--- config.mk ---
export PLATFORM = sky130hd
export DESIGN_NAME = scan_chain_driver_flat
export DESIGN_NICKNAME = d
export VERILOG_FILES = /design/src/rtl/scan_chain_driver_if.sv /design/src/rtl/scan_chain_driver.sv /design/src/flat_wrapper.sv
export SDC_FILE = /design/constraint.sdc
export NUM_CORES = 1
export LEC_CHECK = 0
export BUFFER_PORTS_ARGS = -buffer_cell sky130_fd_sc_hd__buf_4
export CAP_MARGIN = 20
export CORE_AREA = 5 5 108 110
export CTS_CLUSTER_SIZE = 25
export DETAILED_ROUTE_END_ITERATION = 8
export DIE_AREA = 0 0 113 115
export GPL_TIMING_DRIVEN = 0
export PLACE_DENSITY_LB_ADDON = 0.05
export SETUP_SLACK_MARGIN = 0.2
export SLEW_MARGIN = 20
export SYNTH_ARGS = -nofsm -noshare
export SYNTH_HDL_FRONTEND = slang
export SYNTH_SLANG_ARGS = --single-unit
--- constraint.sdc ---
create_clock -name clk -period 5.28 [get_ports clk]
set_input_delay 0.264 -clock clk [delete_from_list [all_inputs] [get_ports clk]]
set_output_delay 0.264 -clock clk [all_outputs]
set_load 0.05 [all_outputs]
--- src/rtl/scan_chain_driver_if.sv ---
// Chain-side signals between the scan-chain driver and the chain of designs.
// Latency: none, wires only.
// Backpressure: none; the chain follows the driver's scan clock.
interface scan_chain_driver_if;
    logic scan_clk_out;
    logic scan_data_out;
    logic scan_select;
    logic scan_latch_en;
    logic scan_clk_in;
    logic scan_data_in;

    modport master (
        output scan_clk_out,
        output scan_data_out,
        output scan_select,
        output scan_latch_en,
        input  scan_clk_in,
        input  scan_data_in
    );

    modport slave (
        input  scan_clk_out,
        input  scan_data_out,
        input  scan_select,
        input  scan_latch_en,
        output scan_clk_in,
        output scan_data_in
    );
endinterface

--- src/rtl/scan_chain_driver.sv ---
// Refreshes one selected design on the scan chain: shift inputs in, latch, load outputs, shift back, capture.
// Latency: one refresh is 1 + 2*(sck_div+1)*((NUM_DESIGNS+1)*NUM_IOS+1) + 5*(ws_cfg+1) + 2 cycles, done one cycle after CAP.
// Backpressure: requests are only taken in IDLE; start/enable are ignored while busy or while active_select is invalid.
module scan_chain_driver #(
    parameter int NUM_DESIGNS = 8,
    parameter int NUM_IOS     = 8,
    parameter int SEL_W       = 9,
    parameter int WS_W        = 8,
    parameter int DIV_W       = 4
) (
    input  logic                clk,
    input  logic                reset,
    input  logic                enable,
    input  logic                start,
    input  logic [SEL_W-1:0]    active_select,
    input  logic [NUM_IOS-1:0]  inputs,
    input  logic [WS_W-1:0]     ws_cfg,
    input  logic [DIV_W-1:0]    sck_div,
    output logic [NUM_IOS-1:0]  outputs,
    output logic                busy,
    output logic                done,
    output logic                chain_err,
    output logic                bad_sel,
    scan_chain_driver_if.master chain
);

    // Largest edge count of a refresh is (NUM_DESIGNS+1)*NUM_IOS+1, so counters never wrap.
    localparam int MAX_BITS = (NUM_DESIGNS + 1) * NUM_IOS + 1;
    localparam int CW       = $clog2(MAX_BITS + 1);

    typedef enum logic [3:0] {
        IDLE, IN_LOAD, IN_SHIFT, IN_LATCH_WAIT, IN_LATCH,
        OUT_PRE, OUT_LOAD, OUT_POST, OUT_CLR, OUT_SHIFT,
        CAP_WAIT, CAP
    } state_t;

    state_t             state;
    logic [NUM_IOS-1:0] in_sr;
    logic [SEL_W-1:0]   sel_q;
    logic [WS_W-1:0]    ws_q;
    logic [DIV_W-1:0]   div_q;
    logic [CW-1:0]      in_bits_q;
    logic [CW-1:0]      out_bits_q;
    logic [CW-1:0]      bit_cnt;
    logic [CW-1:0]      bit_nxt;
    logic [CW-1:0]      bit_goal;
    logic [CW-1:0]      iss_cnt;
    logic [CW-1:0]      ret_cnt;
    logic [DIV_W-1:0]   ph_cnt;
    logic               ph_hi;
    logic [WS_W-1:0]    wait_cnt;
    logic               ph_last;
    logic               wait_last;

    logic               sck_s1, sck_s2, sck_s3;
    logic               sd_s1, sd_s2, sd_s3;
    logic               sck_rise;
    logic [NUM_IOS-1:0] ret_sr;

    assign bad_sel   = (int'(active_select) >= NUM_DESIGNS);
    assign ph_last   = (ph_cnt == div_q);
    assign wait_last = (wait_cnt == ws_q);
    assign bit_nxt   = bit_cnt + CW'(1);
    assign sck_rise  = sck_s2 & ~sck_s3;

    // Number of scan bits the current shifting state must issue.
    always_comb begin
        bit_goal = out_bits_q;
        if (state == IN_SHIFT) begin
            bit_goal = in_bits_q;
        end else if (state == OUT_LOAD) begin
            bit_goal = CW'(1);
        end
    end

    // Feedback synchronizers; returned data changes with the returned clock edge, so the
    // bit shifted in is the data sample taken alongside the last low clock sample.
    always_ff @(posedge clk) begin
        if (reset) begin
            sck_s1 <= 1'b0;
            sck_s2 <= 1'b0;
            sck_s3 <= 1'b0;
            sd_s1  <= 1'b0;
            sd_s2  <= 1'b0;
            sd_s3  <= 1'b0;
            ret_sr <= '0;
        end else begin
            sck_s1 <= chain.scan_clk_in;
            sck_s2 <= sck_s1;
            sck_s3 <= sck_s2;
            sd_s1  <= chain.scan_data_in;
            sd_s2  <= sd_s1;
            sd_s3  <= sd_s2;
            if (sck_rise) begin
                ret_sr <= {ret_sr[NUM_IOS-2:0], sd_s3};
            end
        end
    end

    // Refresh sequencer with registered chain controls and status outputs.
    always_ff @(posedge clk) begin
        if (reset) begin
            state               <= IDLE;
            in_sr               <= '0;
            sel_q               <= '0;
            ws_q                <= '0;
            div_q               <= '0;
            in_bits_q           <= '0;
            out_bits_q          <= '0;
            bit_cnt             <= '0;
            iss_cnt             <= '0;
            ret_cnt             <= '0;
            ph_cnt              <= '0;
            ph_hi               <= 1'b0;
            wait_cnt            <= '0;
            outputs             <= '0;
            busy                <= 1'b0;
            done                <= 1'b0;
            chain_err           <= 1'b0;
            chain.scan_clk_out  <= 1'b0;
            chain.scan_data_out <= 1'b0;
            chain.scan_select   <= 1'b0;
            chain.scan_latch_en <= 1'b0;
        end else begin
            done <= 1'b0;
            if (sck_rise && (state != IDLE) && (ret_cnt != '1)) begin
                ret_cnt <= ret_cnt + CW'(1);
            end

            unique case (state)
                IDLE: begin
                    if (start) begin
                        chain_err <= 1'b0;
                    end
                    // Operands are captured on the request edge so the validated select is the one used.
                    if ((start || enable) && !bad_sel) begin
                        state   <= IN_LOAD;
                        busy    <= 1'b1;
                        in_sr   <= inputs;
                        sel_q   <= active_select;
                        ws_q    <= ws_cfg;
                        div_q   <= sck_div;
                        iss_cnt <= '0;
                        ret_cnt <= '0;
                    end
                end

                IN_LOAD: begin
                    in_bits_q           <= CW'((int'(sel_q) + 1) * NUM_IOS);
                    out_bits_q          <= CW'((NUM_DESIGNS - int'(sel_q)) * NUM_IOS);
                    chain.scan_clk_out  <= 1'b0;
                    chain.scan_data_out <= in_sr[NUM_IOS-1];
                    in_sr               <= in_sr << 1;
                    ph_cnt              <= '0;
                    ph_hi               <= 1'b0;
                    bit_cnt             <= '0;
                    state               <= IN_SHIFT;
                end

                IN_SHIFT, OUT_LOAD, OUT_SHIFT: begin
                    if (!ph_last) begin
                        ph_cnt <= ph_cnt + DIV_W'(1);
                    end else begin
                        ph_cnt <= '0;
                        if (!ph_hi) begin
                            ph_hi              <= 1'b1;
                            chain.scan_clk_out <= 1'b1;
                            iss_cnt            <= iss_cnt + CW'(1);
                        end else begin
                            ph_hi              <= 1'b0;
                            chain.scan_clk_out <= 1'b0;
                            bit_cnt            <= bit_nxt;
                            if (bit_nxt == bit_goal) begin
                                wait_cnt            <= '0;
                                chain.scan_data_out <= 1'b0;
                                if (state == IN_SHIFT) begin
                                    state <= IN_LATCH_WAIT;
                                end else if (state == OUT_LOAD) begin
                                    state <= OUT_POST;
                                end else begin
                                    state <= CAP_WAIT;
                                end
                            end else begin
                                // Zero fill behind the payload pushes it down to the selected design.
                                chain.scan_data_out <= (state == IN_SHIFT) ? in_sr[NUM_IOS-1] : 1'b0;
                                in_sr               <= in_sr << 1;
                            end
                        end
                    end
                end

                IN_LATCH_WAIT, OUT_PRE, OUT_POST, OUT_CLR, CAP_WAIT: begin
                    if (!wait_last) begin
                        wait_cnt <= wait_cnt + WS_W'(1);
                    end else begin
                        wait_cnt <= '0;
                        ph_cnt   <= '0;
                        ph_hi    <= 1'b0;
                        bit_cnt  <= '0;
                        if (state == IN_LATCH_WAIT) begin
                            chain.scan_latch_en <= 1'b1;
                            state               <= IN_LATCH;
                        end else if (state == OUT_PRE) begin
                            chain.scan_data_out <= 1'b0;
                            state               <= OUT_LOAD;
                        end else if (state == OUT_POST) begin
                            chain.scan_select <= 1'b0;
                            state             <= OUT_CLR;
                        end else if (state == OUT_CLR) begin
                            chain.scan_data_out <= 1'b0;
                            state               <= OUT_SHIFT;
                        end else begin
                            state <= CAP;
                        end
                    end
                end

                IN_LATCH: begin
                    chain.scan_latch_en <= 1'b0;
                    chain.scan_select   <= 1'b1;
                    wait_cnt            <= '0;
                    state               <= OUT_PRE;
                end

                CAP: begin
                    outputs <= ret_sr;
                    if (iss_cnt != ret_cnt) begin
                        chain_err <= 1'b1;
                    end
                    busy  <= 1'b0;
                    done  <= 1'b1;
                    state <= IDLE;
                end

                default: begin
                    state <= IDLE;
                    busy  <= 1'b0;
                end
            endcase
        end
    end

endmodule

--- src/flat_wrapper.sv ---
// flat-port wrapper written by rule: the top's interface ports become plain ports
module scan_chain_driver_flat 
#(
    parameter int NUM_DESIGNS = 8,
    parameter int NUM_IOS     = 8,
    parameter int SEL_W       = 9,
    parameter int WS_W        = 8,
    parameter int DIV_W       = 4
)
  (clk, reset, enable, start, active_select, inputs, ws_cfg, sck_div, outputs, busy, done, chain_err, bad_sel, chain_scan_clk_out, chain_scan_data_out, chain_scan_select, chain_scan_latch_en, chain_scan_clk_in, chain_scan_data_in);
  scan_chain_driver_if chain_i ();
  input  logic clk;
  input  logic reset;
  input  logic enable;
  input  logic start;
  input  logic [SEL_W-1:0] active_select;
  input  logic [NUM_IOS-1:0] inputs;
  input  logic [WS_W-1:0] ws_cfg;
  input  logic [DIV_W-1:0] sck_div;
  output logic [NUM_IOS-1:0] outputs;
  output logic busy;
  output logic done;
  output logic chain_err;
  output logic bad_sel;
  output wire logic [$bits(chain_i.scan_clk_out)-1:0] chain_scan_clk_out;
  output wire logic [$bits(chain_i.scan_data_out)-1:0] chain_scan_data_out;
  output wire logic [$bits(chain_i.scan_select)-1:0] chain_scan_select;
  output wire logic [$bits(chain_i.scan_latch_en)-1:0] chain_scan_latch_en;
  input wire logic [$bits(chain_i.scan_clk_in)-1:0] chain_scan_clk_in;
  input wire logic [$bits(chain_i.scan_data_in)-1:0] chain_scan_data_in;
  assign chain_scan_clk_out = chain_i.scan_clk_out;
  assign chain_scan_data_out = chain_i.scan_data_out;
  assign chain_scan_select = chain_i.scan_select;
  assign chain_scan_latch_en = chain_i.scan_latch_en;
  assign chain_i.scan_clk_in = chain_scan_clk_in;
  assign chain_i.scan_data_in = chain_scan_data_in;
  scan_chain_driver #(.NUM_DESIGNS(NUM_DESIGNS), .NUM_IOS(NUM_IOS), .SEL_W(SEL_W), .WS_W(WS_W), .DIV_W(DIV_W)) u_core (.clk(clk), .reset(reset), .enable(enable), .start(start), .active_select(active_select), .inputs(inputs), .ws_cfg(ws_cfg), .sck_div(sck_div), .outputs(outputs), .busy(busy), .done(done), .chain_err(chain_err), .bad_sel(bad_sel), .chain(chain_i));
endmodule
==> results of run 1 <==
## layout make-up
class | count | area [um^2]
fillers | 1021 | 5191
multi-input cells | 397 | 2570
flip-flops and latches | 98 | 1962
repair buffers | 50 | 375.4
clock buffers | 14 | 182.7
well taps | 140 | 175.2
plain buffers | 28 | 116.4
inverters | 6 | 22.52
clock inverters | 1 | 7.507
## how the worst min path moves through the flow
stage,slack (ns),cells past startpoint,end
final,0.10,2,u_core.sd_s1
after global routing,0.11,2,u_core.sd_s1
after CTS,0.09,2,u_core.sck_s1
after detailed placement,0.43,2,u_core.ret_sr[0]
after global placement,0.42,2,u_core.ret_sr[0]
after floorplan,0.39,1,u_core.sck_s1
## logic make-up after synthesis
family,count (synthesis)
adder cells (fa/ha/maj),7
buffers and inverters,34
flip-flops,98
XOR/XNOR,47
multiplexers,40
AO/OA/AOI/OAI,92
AND/OR/NAND/NOR,211
## cell usage after synthesis, drive strengths merged (2+ instances only)
cell type,count,area (um^2)
or3,3,18.77
nand4,10,62.56
o21a,3,22.52
nor4,5,37.53
a41oi,2,17.52
o22ai,3,18.77
a21o,2,15.01
ha,7,87.58
a21oi,30,150.1
or4,3,22.52
clkbuf,18,67.56
nand2,65,244.0
o21bai,2,15.01
buf,10,48.80
xor2,26,227.7
mux2i,33,330.3
o31ai,3,36.28
a31oi,6,37.54
o21ai,21,105.1
nor2,60,235.2
inv,6,22.52
nand2b,9,56.30
mux2,7,78.83
nor2b,18,112.6
or2,2,12.52
and3,9,56.30
xnor2,19,166.4
xnor3,2,45.04
nand3,12,65.06
a211oi,7,52.55
dfxtp,98,1962
a311oi,4,35.03
nor3,7,35.03
## flip-flops by register name (all words and copies together), names as in the netlist, 7 cells and up
signal / cells
u_core.ws_q: 8
u_core.ret_sr: 8
u_core.bit_cnt: 7
u_core.in_sr: 8
u_core.wait_cnt: 8
u_core.outputs: 8
u_core.ret_cnt: 7
u_core.iss_cnt: 7
## layout by cell type, fill, tap and decap left out, types with 9 or more instances in the layout
cell / count
nand2b_1: 9
xnor2_1: 19
clkbuf_1: 19
nand4_1: 10
nor2_1: 58
buf_4: 51
and3_1: 9
mux2i_1: 33
dfxtp_1: 98
clkbuf_8: 13
nand3_1: 11
nor2b_1: 18
a21oi_1: 30
xor2_1: 26
nand2_1: 65
o21ai_0: 21
## power by group
part / switching (uW) / internal (uW)
sequential: 48.1 / 804
clock: 247 / 221
combinational: 302 / 215
## metrics by stage
stage | power, uW | std cells | area (um^2) | hold WS [ns]
after floorplan | 1240 | 529 | 4671 | 0.3922
after global placement | 1371 | 719 | 5221 | 0.4217
after detailed placement | 1378 | 719 | 5221 | 0.4327
after CTS | 1848 | 734 | 5411 | 0.09280
after global routing | 1931 | 734 | 5411 | 0.1057
final | 1837 | 734 | 5411 | 0.1043
## metal layers
layer | global-route usage | up-vias | wire length (um) | share of wire
met2 | 0.2903 | 82 | 5101 | 0.47
met4 | 0.06330 | 0 | 165 | 0.015
met5 | 0 | - | 0 | 0
li1 | - | 1952 | - | -
met3 | 0.02526 | 15 | 413 | 0.038
met1 | 0.2290 | 1848 | 5257 | 0.48
==> flow_summary.ini, run 1 <==
[drt]
ant_nets = 0
drt_first_iter_violations = 184
routed_wl_um = 10940
vias = 3897
drtPass1Iterations = 4
drc = 0
vias_per_cell = 5.309
wl_per_cell_um = 14.90

[yosys]
synth_cells = 529
muxShareOfSynthArea = 0.08760
avgSynthCellArea_um2 = 8.829
synth_compound_area_frac = 0.1286
synth_ff_type = dfxtp_1
synth_xor_area_frac = 0.09403
ys_warn_count = 0
synth-async-reset-ratio = 0
synth_fa_ha_area_frac = 0.01875
syn_area_um2 = 4671
synth_edf_count = 0
synth-seq-cells = 98
synth_top_family_by_area = simple AND/OR/NAND/NOR gates
syn_nets = 571
yosysSeqAreaShare = 0.4200
yosys.area_share.simple = 0.2213
synth_cell_type_count = 58

[run_status]
status = finished, final reports clean

[floorplan]
initial_core_util = 0.4405
die_h_um = 115
dieArea_um2 = 13000
boundaryPins = 51
die_w_um = 113
coreArea_um2 = 10600
rows = 38

[setup_path]
startpoint_type = register
critPathTopFamily = simple AND/OR/NAND/NOR gates
reg2reg_from = u_core.state[3]
slowest_delay_ns = 0.53
worstSetupPathType = register to register
crit_path_end = u_core.in_sr[1]
reg2reg_depth = 8
cp.depth = 8
rrSetupSlack_ns = 2.44
crit_start = u_core.state[3]
cp_data_arrival_time_ns = 3.09
end_kind = register
crit_top_cell = buf_2
cp_cell_sequence = buf_2 > nor3b_2 > mux2i_1 > xnor3_1 > or2_0 > buf_2 > o31ai_4 > mux2_2
cp.buffers_inverters = 2
slowest_stage = nor3b_2
crit_fanout = 9
critical_path_required_ns = 5.53
reg2reg_to = u_core.in_sr[1]

[sta]
setup_slack_ns = 2.442
final_hold_viol_count = 0
period_needed_ns = 2.838
clock-skew-final_ns = 0.008381
slew_headroom = 0.3281
setup_viol_count_final = 0
drv_slew = 0
tightest_slew_ns = 0.9970
tns_ns = 0
layout_worst_path_cycle_share = 0.5376
fmax_ghz = 0.3523
rsz0062_at_grt = false

[cts]
cts_tree = done
h-tree-depth = 3
cts_buffers = 9
postCtsSetupRepairBufs = 0
ctsResizeCount = 0
clk_pin_slew_ns = 0.09
cts_sinks = 98
cts_buffer_depth = 2
cts-root-buf = clkbuf_8
insertion_delay_ns = 0.36
hold_buffers = 0

[layout]
layout.nets = 632
drive_above_1_share = 0.1515
syn_to_final_growth_pct = 15.86
final_core_util = 0.5104
diodes = 0

[grt]
antenna_found_initial = 0
grt_max_degree = 15
grt_pass1_vias = 3700
groute.usage.overall = 0.1736
grt_first_pass_wirelength_um = 18420
grt.overflow.total = 0

[placement]
port_buffers = 50
preCtsSetupSlack_ns = 2.423
place_congestion = 0.8552
hpwlAfterDp_um = 7989

[pwr]
ir_worst_vdd_mv = 0.1297
p_leak_uw = 0.002234
p_per_area_nw_per_um2 = 339.4

[flow_run]
drv_cap = 0

[worst_hold_path]
worstHoldStart = chain_scan_data_in
hp-class = primary input to register
Power figures use the tool's default switching activity.
==> run 2, diff against run 1 <==
--- a/config.mk
+++ b/config.mk
@@ -5,6 +5,7 @@
 export SDC_FILE = /design/constraint.sdc
 export NUM_CORES = 1
 export LEC_CHECK = 0
+export ABC_AREA = 1
 export BUFFER_PORTS_ARGS = -buffer_cell sky130_fd_sc_hd__buf_4
 export CAP_MARGIN = 20
 export CORE_AREA = 5 5 108 110
==> constraint.sdc (replaced) <==
create_clock -name clk -period 2.7 [get_ports clk]
set_input_delay 0.135 -clock clk [delete_from_list [all_inputs] [get_ports clk]]
set_output_delay 0.135 -clock clk [all_outputs]
set_load 0.05 [all_outputs]
==> run 2 against run 1 <==
  * Synthesized area decreased by 0.67%
  * Clock-buffer cell count decreased by 5
  * Sequential share of layout area decreased by 0.83 points
  * Fmax increased by 28%
  * Register-to-register slack got worse by 2.0 ns
  * Sequential cell count unchanged
  * Via count increased by 9.1%
  * Worst setup slack got worse by 2.0 ns
  * Synthesized cell count increased by 22%
  * Critical endpoint is now u_core.ws_q[6]
==> flow_summary.ini, run 2 <==
[yosys]
synth_edf_count = 0
syn_nets = 690
ys_warn_count = 0
yosysSeqAreaShare = 0.4229
syn_area_um2 = 4639
synth_compound_area_frac = 0.1321
synth-async-reset-ratio = 0
synth_top_area_frac = 0.4229
synth-seq-cells = 98
yosys.area_share.simple = 0.2883
yosys-top-cells-count = 137 x nor2_1, 105 x nand2_1, 98 x dfxtp_1
synth.top_cells.by_area = dfxtp_1 42%, nor2_1 11%, nand2_1 8.5%
synth_cell_type_count = 39
synth_cells = 648
muxShareOfSynthArea = 0.01699
synth_ff_type = dfxtp_1
yosysTopAreaCell = dfxtp_1
synth_top_family_by_area = simple AND/OR/NAND/NOR gates
yosysMostFrequentCell = nor2_1
synth_fa_ha_area_frac = 0.01888
avgSynthCellArea_um2 = 7.160
synth_xor_area_frac = 0.05475

[drt]
drt_first_iter_violations = 216
vias_per_cell = 4.886
routed_wl_um = 11100
drtPass1Iterations = 5
drc = 0
wl_per_cell_um = 12.76
ant_nets = 0
vias = 4251

[pwr]
p_leak_uw = 0.002434
p_per_area_nw_per_um2 = 764.1
ir_worst_vdd_mv = 0.4032

[sta]
setup_viol_count_final = 0
drv_slew = 0
tightest_slew_ns = 0.7004
final_hold_viol_count = 0
layout_worst_path_cycle_share = 0.8209
whs_ns = 0.03073
setup_slack_ns = 0.4836
period_needed_ns = 2.216
slew_headroom = 0.5313
clock-skew-final_ns = 0.008974
rsz0062_at_grt = false
fmax_ghz = 0.4512
tns_ns = 0

[grt]
met2_usage = 0.3065
grt_max_degree = 19
busiest_layer = met2
grt_pass1_vias = 4159
grt.overflow.total = 0
antenna_found_initial = 0
grt_first_pass_wirelength_um = 19350
grtUsageMet1 = 0.2358
groute.usage.overall = 0.1835
met3_usage = 0.05263

[floorplan]
initial_core_util = 0.4376
rows = 38
dieArea_um2 = 13000
die_w_um = 113
coreArea_um2 = 10600
die_h_um = 115
boundaryPins = 51

[cts]
cts-root-buf = clkbuf_8
h-tree-depth = 3
insertion_delay_ns = 0.39
cts_buffers = 9
postCtsSetupRepairBufs = 0
cts_sinks = 98
clk_pin_slew_ns = 0.10
cts_tree = done
cts_buffer_depth = 2

[layout]
drive_above_1_share = 0.1548
layout.nets = 767
final_cell_area_um2 = 5538
syn_to_final_growth_pct = 19.36
instances_no_fill = 870
diodes = 0
final_common_cell = nor2_1
final_cell_mix = 136 x nor2_1, 104 x nand2_1, 98 x dfxtp_1, 51 x buf_4, 50 x inv_1

[run_status]
status = finished, final reports clean

[placement]
place_congestion = 0.8531
preCtsSetupSlack_ns = 0.3010
port_buffers = 50
dpl_cell_area_um2 = 5190
dpl.cell_count = 838
hpwlAfterDp_um = 8121

[setup_path]
worstSetupPathType = register to register
crit_fanout = 10
cp_data_arrival_time_ns = 2.50
startpoint_type = register
end_kind = register
critical_path_required_ns = 2.98

[worst_hold_path]
hp-class = primary input to register

[flow_run]
drv_cap = 0
==> run 2: changes by cell type in the layout (fill, tap and decap cells not counted), moves of 15 or more <==
cell and change:
nand2_1 +39, nor2_1 +78, mux2i_1 -33, o21ai_0 +28, nor2b_1 -18, xor2_1 -15, o21ai_1 +16, inv_1 +44
dlygate4sd3_1 +16, nand3_1 +18
==> run 2: layout make-up <==
cell class | count | area, um^2
sequential | 98 | 1962
timing repair buffer | 66 | 535.5
tap | 140 | 175.2
clock buffer | 9 | 123.9
clock inverter | 7 | 58.81
multi-input combinational | 470 | 2376
buffer | 14 | 58.81
inverter | 66 | 247.7
fill | 1089 | 5065
==> run 2: final timing paths <==
kind,depth (start not counted),slack [ns],to,startpoint
worst max-delay path,9,0.48,u_core.ws_q[6],u_core.state[2]
worst min register to register,2,0.41,u_core.sck_s2,u_core.sck_s1
worst max register to register,9,0.48,u_core.ws_q[6],u_core.state[2]
worst min-delay path,3,0.03,u_core.sel_q[0],active_select[0]
==> run 2: per-layer routing <==
layer	part of all wire	vias to the layer above	wire length, um
met5	0	-	0
met1	0.47	1938	5197
li1	-	2241	-
met3	0.047	10	523
met2	0.47	62	5239
met4	0.013	0	141
==> run 2: kinds of logic after synthesis <==
family | Yosys count
and+or+nand+nor | 313
AOI/OAI and AO/OA | 114
DFF | 98
buffers and inverters | 80
xor gates and xnor gates | 29
muxes | 7
adders and majority gates | 7
==> run 2: what timing repair did <==
item	CTS	global route
hold buffers	16	0
setup endpoints to repair	0	19
endpoints found under the hold margin	16	0
gates resized for setup	0	2
==> run 2: where the power goes <==
part           switching [uW]  internal [uW]  total [uW]
registers                 121           1600        1720
clock network             577            353         930
logic                    1040            542        1580
==> run 2: per-stage QoR <==
stage / utilization / power (uW)
after global placement: 0.4895 / 3283
final: 0.5223 / 4231
after floorplan: - / 2913
after CTS: 0.5218 / 4262
after global routing: 0.5223 / 4553
after detailed placement: 0.4895 / 3308
==> run 2: worst max-delay path: stages (launching register included) <==
cell	delay, ns
dfxtp_1	0.39
nor2_2	0.25
inv_2	0.11
nor2_4	0.21
inv_1	0.11
nor2_2	0.33
inv_2	0.17
clkbuf_1	0.29
nor2_1	0.19
nor2_1	0.06
==> run 3, diff against run 2 <==
--- a/config.mk
+++ b/config.mk
@@ -5,7 +5,7 @@
 export SDC_FILE = /design/constraint.sdc
 export NUM_CORES = 1
 export LEC_CHECK = 0
-export ABC_AREA = 1
+export ABC_AREA = 0
 export BUFFER_PORTS_ARGS = -buffer_cell sky130_fd_sc_hd__buf_4
 export CAP_MARGIN = 20
 export CORE_AREA = 5 5 108 110
==> constraint.sdc (replaced) <==
create_clock -name clk -period 2.26 [get_ports clk]
set_input_delay 0.113 -clock clk [delete_from_list [all_inputs] [get_ports clk]]
set_output_delay 0.113 -clock clk [all_outputs]
set_load 0.05 [all_outputs]
==> run 3 against run 2 <==
  * The flow now finishes with violations (negative setup slack)
  * Utilization grew 6.1 points
  * Combinational power grew 12%
  * First-iteration DRC count grew 9.3%
  * Hold slack lost 0.0035 ns
  * Global-route usage is essentially flat
  * Via count shrank 3.9%
  * Clock power grew 22%
  * Register-to-register slack lost 0.61 ns
  * Critical path type unchanged
  * Critical endpoint is now u_core.state[0]
==> flow_summary.ini, run 3 (synthesis gave the netlist of run 1 again) <==
[layout]
instances_no_fill = 778
syn_to_final_growth_pct = 32.52
final_common_cell = dfxtp_1
regArea_um2 = 1972
multi_input_area_um2 = 2855
drive_above_1_share = 0.2586
layout.nets = 676
diodes = 0
fill_cells = 945
final_core_util = 0.5838
final_cell_mix = 90 x dfxtp_1, 68 x buf_4, 60 x nand2_1, 54 x nor2_1, 33 x mux2i_1

[floorplan]
dieArea_um2 = 13000
rows = 38
coreArea_um2 = 10600
boundaryPins = 51
die_h_um = 115
initial_core_util = 0.4405
die_w_um = 113

[sta]
setup_viol_count_final = 17
final_hold_viol_count = 0
fmax_ghz = 0.4187
tightest_slew_ns = 0.6652
setup_slack_ns = -0.1286
whs_ns = 0.02725
period_needed_ns = 2.389
slew_headroom = 0.5565
drv_slew = 0
clock-skew-final_ns = 0.01074
tns_ns = -1.202
rsz0062_at_grt = true
layout_worst_path_cycle_share = 1.057

[pwr]
switching_share = 0.3350
ir_worst_vdd_mv = 0.3961
p_sw_uw = 1643
pwr-share-comb = 0.361
p_clk_frac = 0.230
p_leak_uw = 0.002566
seqPwrFrac = 0.409
internal_power_uw = 3261
p_per_area_nw_per_um2 = 792.2
finalPower_uw = 4903

[setup_path]
reg2reg_depth = 7
worstSetupPathType = register to register
reg2reg_to = u_core.state[0]
critical_path_required_ns = 2.53
reg2reg_from = u_core.state[2]
startpoint_type = register
end_kind = register
cp_data_arrival_time_ns = 2.66
rrSetupSlack_ns = -0.13
crit_fanout = 10

[worst_hold_path]
worstHoldStart = inputs[0]
hp-class = primary input to register
min_to = u_core.in_sr[0]
holdPathStages = 3

[run_status]
status = finished with violations
violations = negative setup slack

[drt]
drtPass1Iterations = 5
routed_wl_um = 11820
ant_nets = 0
drc = 0
wl_per_cell_um = 15.19
vias_per_cell = 5.251
drt_first_iter_violations = 236
vias = 4085

[grt]
grt.overflow.total = 0
groute.usage.overall = 0.1830
grt_pass1_vias = 3867
grt_first_pass_wirelength_um = 19190
antenna_found_initial = 0
grt_max_degree = 17

[cts]
cts_sinks = 98
cts_buffer_depth = 2
insertion_delay_ns = 0.37
clk_pin_slew_ns = 0.10
cts-root-buf = clkbuf_8
h-tree-depth = 3
cts_buffers = 9
cts_tree = done

[placement]
place_congestion = 0.8621
port_buffers = 50
hpwlAfterDp_um = 8175
dpl.cell_count = 719

[flow_run]
drv_cap = 0
==> run 3: cell type report <==
type,count,area share
inverter,6,0.003639
sequential,98,0.3186
buffer,28,0.02628
timing repair buffer,94,0.1312
tap,140,0.02830
clock buffer,9,0.02001
clock inverter,6,0.01071
multi-input combinational,397,0.4613
==> run 3: power groups by stage <==
stage	combinational, uW	sequential (uW)	clock (uW)
floorplan	885	2040	0
detailed placement	1220	2030	0
CTS	1570	2000	1170
finish	1770	2010	1130
global placement	1200	2030	0
global route	1900	2020	1260
==> run 3: worst max path at each step <==
stage	cells after the start	startpoint	endpoint	slack (ns)
after global placement	8	u_core.state[1]	u_core.state[0]	-0.41
final	7	u_core.state[2]	u_core.state[0]	-0.13
after detailed placement	7	u_core.state[1]	u_core.in_sr[6]	-0.44
after floorplan	8	u_core.state[3]	u_core.in_sr[1]	-0.06
after global routing	10	u_core.state[3]	u_core.in_sr[1]	-0.20
after CTS	9	u_core.state[3]	u_core.in_sr[1]	-0.19
==> run 3: routing by layer <==
metal | track usage | vias to the layer above | wire length [um]
met1 | 0.2334 | 1903 | 5424
met2 | 0.3045 | 111 | 5532
met4 | 0.06330 | 0 | 211
li1 | - | 2053 | -
met3 | 0.04421 | 18 | 649
met5 | 0 | - | 0
==> run 3: worst max-delay path: stages, from the launching register on <==
cell      delay (ns)
dfxtp_1         0.42
buf_4           0.23
or4_1           0.25
a31oi_1         0.15
a211o_1         0.35
or4_1           0.40
or3_1           0.40
o311ai_2        0.09
==> run 3: through the flow <==
stage                     setup WS (ns)  instance area [um^2]
final                           -0.1286                  6190
after global routing            -0.1967                  6190
after CTS                       -0.1912                  5967
after detailed placement        -0.4411                  5263
after global placement          -0.4137                  5263
after floorplan                -0.06382                  4712
==> run 3: what timing repair did <==
item,CTS,global route
resized for setup,52,39
endpoints found under the hold margin,17,0
hold buffers,17,0
cloned,0,0
endpoints found under the setup margin,63,55
buffers inserted,16,11
pin swaps,20,17
